<file path="src/rtl/pipe_skid_stage.sv">
// pipe_skid_stage: two-entry skid-buffered valid/ready stage with flush; all outputs from flops.
// Revision 1.0
`default_nettype none

module pipe_skid_stage #(
  parameter int WIDTH = 32
) (
  input  logic             clk,
  input  logic             rst_n,
  input  logic             flush,
  input  logic             in_valid,
  output logic             in_ready,
  input  logic [WIDTH-1:0] in_data,
  output logic             out_valid,
  input  logic             out_ready,
  output logic [WIDTH-1:0] out_data,
  output logic [1:0]       count
);

  typedef enum logic [1:0] {
    EMPTY = 2'd0,
    ONE   = 2'd1,
    FULL  = 2'd2
  } state_e;

  state_e           state_q, state_d;
  logic [WIDTH-1:0] main_q, main_d;
  logic [WIDTH-1:0] skid_q, skid_d;
  logic             in_ready_q;
  logic             out_valid_q;
  logic [1:0]       count_q;
  logic             in_xfer;
  logic             out_xfer;

  assign in_xfer  = in_valid & in_ready_q;
  assign out_xfer = out_valid_q & out_ready;

  // Data registers only load on an accepted beat, so X on in_data is harmless while idle.
  always_comb begin
    state_d = state_q;
    main_d  = main_q;
    skid_d  = skid_q;
    case (state_q)
      EMPTY: begin
        if (in_xfer) begin
          main_d  = in_data;
          state_d = ONE;
        end
      end
      ONE: begin
        if (in_xfer && out_xfer) begin
          main_d = in_data;
        end else if (in_xfer) begin
          skid_d  = in_data;
          state_d = FULL;
        end else if (out_xfer) begin
          state_d = EMPTY;
        end
      end
      FULL: begin
        if (out_xfer) begin
          main_d  = skid_q;
          state_d = ONE;
        end
      end
      default: state_d = EMPTY;
    endcase
    if (flush) begin
      state_d = EMPTY;
    end
  end

  always_ff @(posedge clk or negedge rst_n) begin
    if (!rst_n) begin
      state_q     <= EMPTY;
      main_q      <= '0;
      skid_q      <= '0;
      in_ready_q  <= 1'b1;
      out_valid_q <= 1'b0;
      count_q     <= 2'd0;
    end else begin
      state_q     <= state_d;
      main_q      <= main_d;
      skid_q      <= skid_d;
      in_ready_q  <= (state_d != FULL);
      out_valid_q <= (state_d != EMPTY);
      count_q     <= (state_d == FULL) ? 2'd2 : ((state_d == ONE) ? 2'd1 : 2'd0);
    end
  end

  assign in_ready  = in_ready_q;
  assign out_valid = out_valid_q;
  assign out_data  = main_q;
  assign count     = count_q;

endmodule

`default_nettype wire

</file>
<file path="config.mk">
export PLATFORM = sky130hd
export DESIGN_NAME = pipe_skid_stage
export DESIGN_NICKNAME = d
export VERILOG_FILES = /design/src/rtl/pipe_skid_stage.sv
export SDC_FILE = /design/constraint.sdc
export NUM_CORES = 1
export LEC_CHECK = 0
export BUFFER_PORTS_ARGS = -buffer_cell sky130_fd_sc_hd__buf_2
export CAP_MARGIN = 20
export CORE_ASPECT_RATIO = 1.1
export CORE_UTILIZATION = 35
export CTS_CLUSTER_SIZE = 8
export DETAILED_ROUTE_END_ITERATION = 8
export HOLD_SLACK_MARGIN = 0.12
export PLACE_DENSITY_LB_ADDON = 0.25
export SLEW_MARGIN = 20
export SYNTH_ARGS = -nofsm -noshare
export SYNTH_HDL_FRONTEND = slang
export SYNTH_SLANG_ARGS = --single-unit
</file>
<file path="constraint.sdc">
create_clock -name clk -period 1.9 [get_ports clk]
set_input_delay 0.38 -clock clk [delete_from_list [all_inputs] [get_ports clk]]
set_output_delay 0.38 -clock clk [all_outputs]
set_load 0.01 [all_outputs]
</file>
==> results of run 1 <==
[area by class of cell]
type | instances | area (µm²)
clock buffer | 10 | 138
timing repair buffer | 79 | 478
sequential | 70 | 1750
tap | 114 | 143
clock inverter | 5 | 50.0
multi-input combinational | 116 | 1370
fill | 832 | 4900
[registers in the layout, indices dropped and copies added, names as in the netlist]
signal,flops
skid_q,32
count,2
out_data,32
out_valid,1
in_ready,1
state_q,2
[worst paths after layout]
| kind | from | end | slack [ns] | cells past startpoint |
|---|---|---|---|---|
| setup / recovery | state_q[0]$_DFF_PN0_ | out_data[0]$_DFFE_PN0P_ | 0.20 | 4 |
| hold / removal | flush | out_valid$_DFF_PN0_ | 0.27 | 2 |
| setup reg to reg | state_q[0]$_DFF_PN0_ | out_data[0]$_DFFE_PN0P_ | 0.20 | 4 |
| hold reg to reg | skid_q[9]$_DFFE_PN0P_ | skid_q[9]$_DFFE_PN0P_ | 0.50 | 1 |
| max in group asynchronous | rst_n | in_ready$_DFF_PN1_ | 0.96 | 3 |
| min in group asynchronous | rst_n | skid_q[5]$_DFFE_PN0P_ | 0.59 | 3 |
[report_power, final]
part           switching, W  internal [W]
sequential         0.000252       0.00200
combinational      0.000497      0.000811
clock              0.000539      0.000626
total               0.00129       0.00344
[through the flow]
step / hold slack, ns / power, W / utilization [%]
5_1_grt: 0.269 / 0.00502 / 44.5
6_report: 0.270 / 0.00473 / 44.5
4_1_cts: 0.252 / 0.00481 / 44.5
3_3_place_gp: 0.441 / 0.00356 / 42.2
3_5_place_dp: 0.442 / 0.00361 / 42.2
2_1_floorplan: 0.0844 / 0.00313 / -
[critical path, delay by kind of cell (launching register included)]
kind,cells,cell delay [ns]
AO/OA/AOI/OAI,2,0.55
buffers and inverters,1,0.23
multiplexers,1,0.34
flip-flops,1,0.46
[metal layers]
| metal | vias up | wire length (µm) | GRT usage, % |
|---|---|---|---|
| li1 | 871 | - | - |
| met1 | 957 | 2670 | 17.2 |
| met2 | 51 | 2890 | 20.9 |
| met3 | 10 | 349 | 3.79 |
| met4 | 0 | 109 | 7.46 |
| met5 | - | 0 | 0 |
[layout by cell type (no fill, tap or decap), drive strengths merged]
cell type	instances
dfrtp	69
nor2b	1
nand3	1
o21ai	1
o21bai	1
and2	1
nand2b	1
clkinv	4
a21boi	1
a221o	1
bufinv	1
a21oi	1
dlygate4sd3	1
clkbuf	10
mux2	96
dfstp	1
nor3	1
nor4bb	2
nand2	4
a221oi	2
o32ai	1
and3b	1
buf	78
[timing repair]
action,CTS,global route
endpoints found under the hold margin,69,0
hold buffers,1,0
setup endpoints to repair,0,0
buffers inserted,0,0
[kinds of logic after synthesis]
| group | after synthesis | share of synthesized area [%] |
|---|---|---|
| AO/OA/AOI/OAI | 8 | 2.88 |
| AND/OR/NAND/NOR | 12 | 2.36 |
| multiplexers | 96 | 37.6 |
| buffers and inverters | 9 | 2.01 |
| flip-flops | 70 | 55.2 |
==> impl_metrics.env, run 1 <==
export IMPL_report_final_slew_viol_count=0
export IMPL_synth_edf_count=0
export IMPL_post_drt_wl_per_cell_um=15.3
export IMPL_grt_max_degree=71
export IMPL_grt_antenna_before_repair=0
export IMPL_skew_ns=0.00933
export IMPL_endpoint_kind="flop"
export IMPL_hold_class="in2reg"
export IMPL_layout_drive_gt1_share_pct=66.4
export IMPL_clkLatencyLatePin_ns=0.34
export IMPL_grt_pass1_vias=1906
export IMPL_powerDensity_nw_per_um2=1200
export IMPL_die_w_um=92.8
export IMPL_status="finished clean"
export IMPL_drc=0
export IMPL_fmax_mhz=587
export IMPL_fin_nets=313
export IMPL_cp_cell_sequence="a21boi_4 -> o32ai_4 -> buf_12 -> mux2_2"
export IMPL_cts_clk_slew_worst_paths_ns=0.07
export IMPL_cts_made_buffers=9
export IMPL_cts_tree="built"
export IMPL_crit_type="reg2reg"
export IMPL_syn_instance_count=195
export IMPL_final_cells=394
export IMPL_place_area_um2=3730
export IMPL_drtPass1Iterations=6
export IMPL_synth_commonest_cells="dfrtp_1, mux2_2, mux2_4"
export IMPL_fin_tns_setup_ns=0
export IMPL_initialDrtViolationCount=47
export IMPL_final_area_um2=3930
export IMPL_avgSynthCellArea_um2=16.3
export IMPL_start_kind="flop"
export IMPL_critPathSlowestCell="dfrtp_1"
export IMPL_rows=36
export IMPL_synthTopCellsByArea="dfrtp_1, mux2_2, mux2_4"
export IMPL_totalWireLength_mm=6.02
export IMPL_core_area_um2=8830
export IMPL_worstPathArrival_ns=1.92
export IMPL_syn_nets=232
export IMPL_post_cts_resized=0
export IMPL_hold_violations=0
export IMPL_syn_to_final_growth_pct=23.6
export IMPL_leakagePower_nw=1.82
export IMPL_rsz0062_at_grt="no"
export IMPL_yosysWarnings=0
export IMPL_htree_levels=3
export IMPL_initial_core_util_pct=36.0
export IMPL_synth_top_cell_area_share_pct=54.4
export IMPL_grt_use_total_pct=13.5
export IMPL_yosys_area_top_type="dfrtp_1"
export IMPL_required_ns=2.12
export IMPL_synth_cell_area_um2=3180
export IMPL_post_synth_top_count_cell="dfrtp_1"
export IMPL_max_cap_violations=0
export IMPL_grt_ovfl_total=0
export IMPL_synth_ff_type="dfrtp_1"
export IMPL_ant_nets=0
export IMPL_vias=1889
export IMPL_synth_distinct_cells=22
export IMPL_max_slew_margin_rel_pct=74.4
export IMPL_cts_buffer_depth=2
export IMPL_min_period_ns=1.70
export IMPL_grt_pass1_wl_mm=9.66
export IMPL_port_buffers=72
export IMPL_critical_path_peak_fanout=17
export IMPL_place_congestion=0.699
export IMPL_viasPerCell=4.79
export IMPL_dp_cells=378
export IMPL_cts_root_buf="clkbuf_8"
export IMPL_setup_ws_ns=0.197
export IMPL_ys_async_sr_fraction_pct=100
export IMPL_synth_seq_cells=70
export IMPL_floorplan_die_area_um2=9460
export IMPL_slowest_delay_ns=0.46
export IMPL_ys_seq_area_share_pct=55.2
export IMPL_post_place_ws_ns=0.203
export IMPL_setup_viol=0
export IMPL_vdd_ir_drop_max_mv=0.529
export IMPL_dpl_hpwl_mm=3.83
export IMPL_tightest_slew_ns=0.383
export IMPL_antennaDiodeCount=0
export IMPL_cts_sinks=70
export IMPL_io_pins=73
export IMPL_period_share_pct=89.6
export IMPL_die_y_um=102
No activity file was read; power rests on OpenSTA's default activity.
==> inputs of run 2 (changes only) <==
BUFFER_PORTS_ARGS = unset   (was -buffer_cell sky130_fd_sc_hd__buf_2)
DONT_BUFFER_PORTS = 1   (was unset)
clock period = 2.18 ns   (was 1.9 ns; I/O delays follow)
==> impl_metrics.env, run 2 (synthesized netlist as in run 1, its figures left out) <==
export IMPL_grt_max_degree=71
export IMPL_final_cells=323
export IMPL_io_pins=73
export IMPL_htree_levels=3
export IMPL_post_cts_buffers=0
export IMPL_drtPass1Iterations=4
export IMPL_start_kind="flop"
export IMPL_cts_buffer_depth=2
export IMPL_ctsHoldBuffers=2
export IMPL_post_place_ws_ns=0.372
export IMPL_hold_ws_ns=0.150
export IMPL_report_final_slew_viol_count=0
export IMPL_grt_ovfl_total=0
export IMPL_place_area_um2=3320
export IMPL_floorplan_die_area_um2=9460
export IMPL_critical_path_top_delay_family="flip-flops"
export IMPL_layout_commonest_cell="dfrtp_1"
export IMPL_setup_ws_ns=0.363
export IMPL_totalWireLength_mm=5.80
export IMPL_post_cts_resized=0
export IMPL_rsz0062_at_grt="no"
export IMPL_initial_core_util_pct=36.0
export IMPL_worst_path_stages=4
export IMPL_drc=0
export IMPL_viasPerCell=5.05
export IMPL_layout_drive_gt1_share_pct=54.1
export IMPL_initialDrtViolationCount=27
export IMPL_die_w_um=92.8
export IMPL_setup_viol=0
export IMPL_grt_pass1_vias=1829
export IMPL_period_share_pct=83.4
export IMPL_cp_cell_sequence="a21boi_4 -> o32ai_4 -> buf_4 -> mux2_2"
export IMPL_antennaDiodeCount=0
export IMPL_rows=36
export IMPL_cts_tree="built"
export IMPL_vdd_ir_drop_max_mv=0.435
export IMPL_crit_type="reg2reg"
export IMPL_final_cell_mix="dfrtp_1, mux2_2, mux2_4"
export IMPL_powerDensity_nw_per_um2=1080
export IMPL_dp_cells=305
export IMPL_cts_made_buffers=9
export IMPL_worstPathArrival_ns=2.04
export IMPL_endpoint_kind="flop"
export IMPL_required_ns=2.40
export IMPL_ant_nets=0
export IMPL_slowest_delay_ns=0.52
export IMPL_cts_clk_slew_worst_paths_ns=0.08
export IMPL_max_slew_margin_rel_pct=75.4
export IMPL_die_y_um=102
export IMPL_grt_use_total_pct=13.4
export IMPL_grt_antenna_before_repair=0
export IMPL_final_area_um2=3530
export IMPL_rr_worst_depth=4
export IMPL_port_buffers=0
export IMPL_cts_root_buf="clkbuf_8"
export IMPL_cp_num_buf_inv=1
export IMPL_fin_nets=241
export IMPL_core_area_um2=8830
export IMPL_critical_path_peak_fanout=16
export IMPL_skew_ns=0.00873
export IMPL_leakagePower_nw=1.52
export IMPL_min_period_ns=1.82
export IMPL_fmax_mhz=550
export IMPL_hold_class="in2reg"
export IMPL_fin_tns_setup_ns=0
export IMPL_max_cap_violations=0
export IMPL_grt_pass1_wl_mm=9.47
export IMPL_status="finished clean"
export IMPL_dpl_hpwl_mm=3.69
export IMPL_clkLatencyLatePin_ns=0.34
export IMPL_syn_to_final_growth_pct=11.1
export IMPL_tightest_slew_ns=0.370
export IMPL_holdPathStages=1
export IMPL_critPathSlowestCell="dfrtp_1"
export IMPL_vias=1631
export IMPL_cts_sinks=70
export IMPL_post_drt_wl_per_cell_um=18.0
export IMPL_place_congestion=0.825
export IMPL_hold_violations=0
## run 2: cell count changes in the layout (fill, tap and decap cells not counted)
cell | before | now
bufinv_16 | 1 | 0
buf_4 | 1 | 3
clkbuf_1 | 0 | 2
buf_12 | 5 | 2
buf_16 | 0 | 1
buf_2 | 72 | 0
clkinv_2 | 4 | 3
clkinvlp_4 | 0 | 1
## run 2: cell type report
| type | instances | area, µm² |
|---|---|---|
| clock buffers | 12 | 145 |
| clock inverters | 4 | 22.5 |
| fillers | 844 | 5300 |
| multi-input cells | 116 | 1370 |
| flip-flops and latches | 70 | 1750 |
| well taps | 114 | 143 |
| repair buffers | 7 | 100 |
## run 2: worst paths after layout
check | from | end | slack, ns
setup / recovery | out_valid$_DFF_PN0_ | out_data[0]$_DFFE_PN0P_ | 0.36
hold / removal | flush | out_valid$_DFF_PN0_ | 0.15
setup reg to reg | out_valid$_DFF_PN0_ | out_data[0]$_DFFE_PN0P_ | 0.36
hold reg to reg | skid_q[4]$_DFFE_PN0P_ | skid_q[4]$_DFFE_PN0P_ | 0.49
max in group asynchronous | rst_n | in_ready$_DFF_PN1_ | 1.18
min in group asynchronous | rst_n | out_data[5]$_DFFE_PN0P_ | 0.64
## run 2: report_power, final
| part | internal (W) | total (W) | switching [W] |
|---|---|---|---|
| Sequential | 0.00174 | 0.00210 | 0.000351 |
| Combinational | 0.000552 | 0.000803 | 0.000251 |
| Clock | 0.000439 | 0.000909 | 0.000470 |
## run 2: metal layers
layer / global-route usage, % / vias up / share of wire, %
met5: 0 / - / 0
li1: - / 728 / -
met1: 15.8 / 837 / 42
met3: 5.88 / 10 / 8.8
met2: 20.9 / 56 / 47
met4: 6.39 / 0 / 2.1
## run 2: stage by stage
stage | power, W | util, %
5_1_grt | 0.00405 | 40.0
3_5_place_dp | 0.00291 | 37.6
4_1_cts | 0.00389 | 40.0
2_1_floorplan | 0.00273 | -
6_report | 0.00381 | 40.0
3_3_place_gp | 0.00287 | 37.6
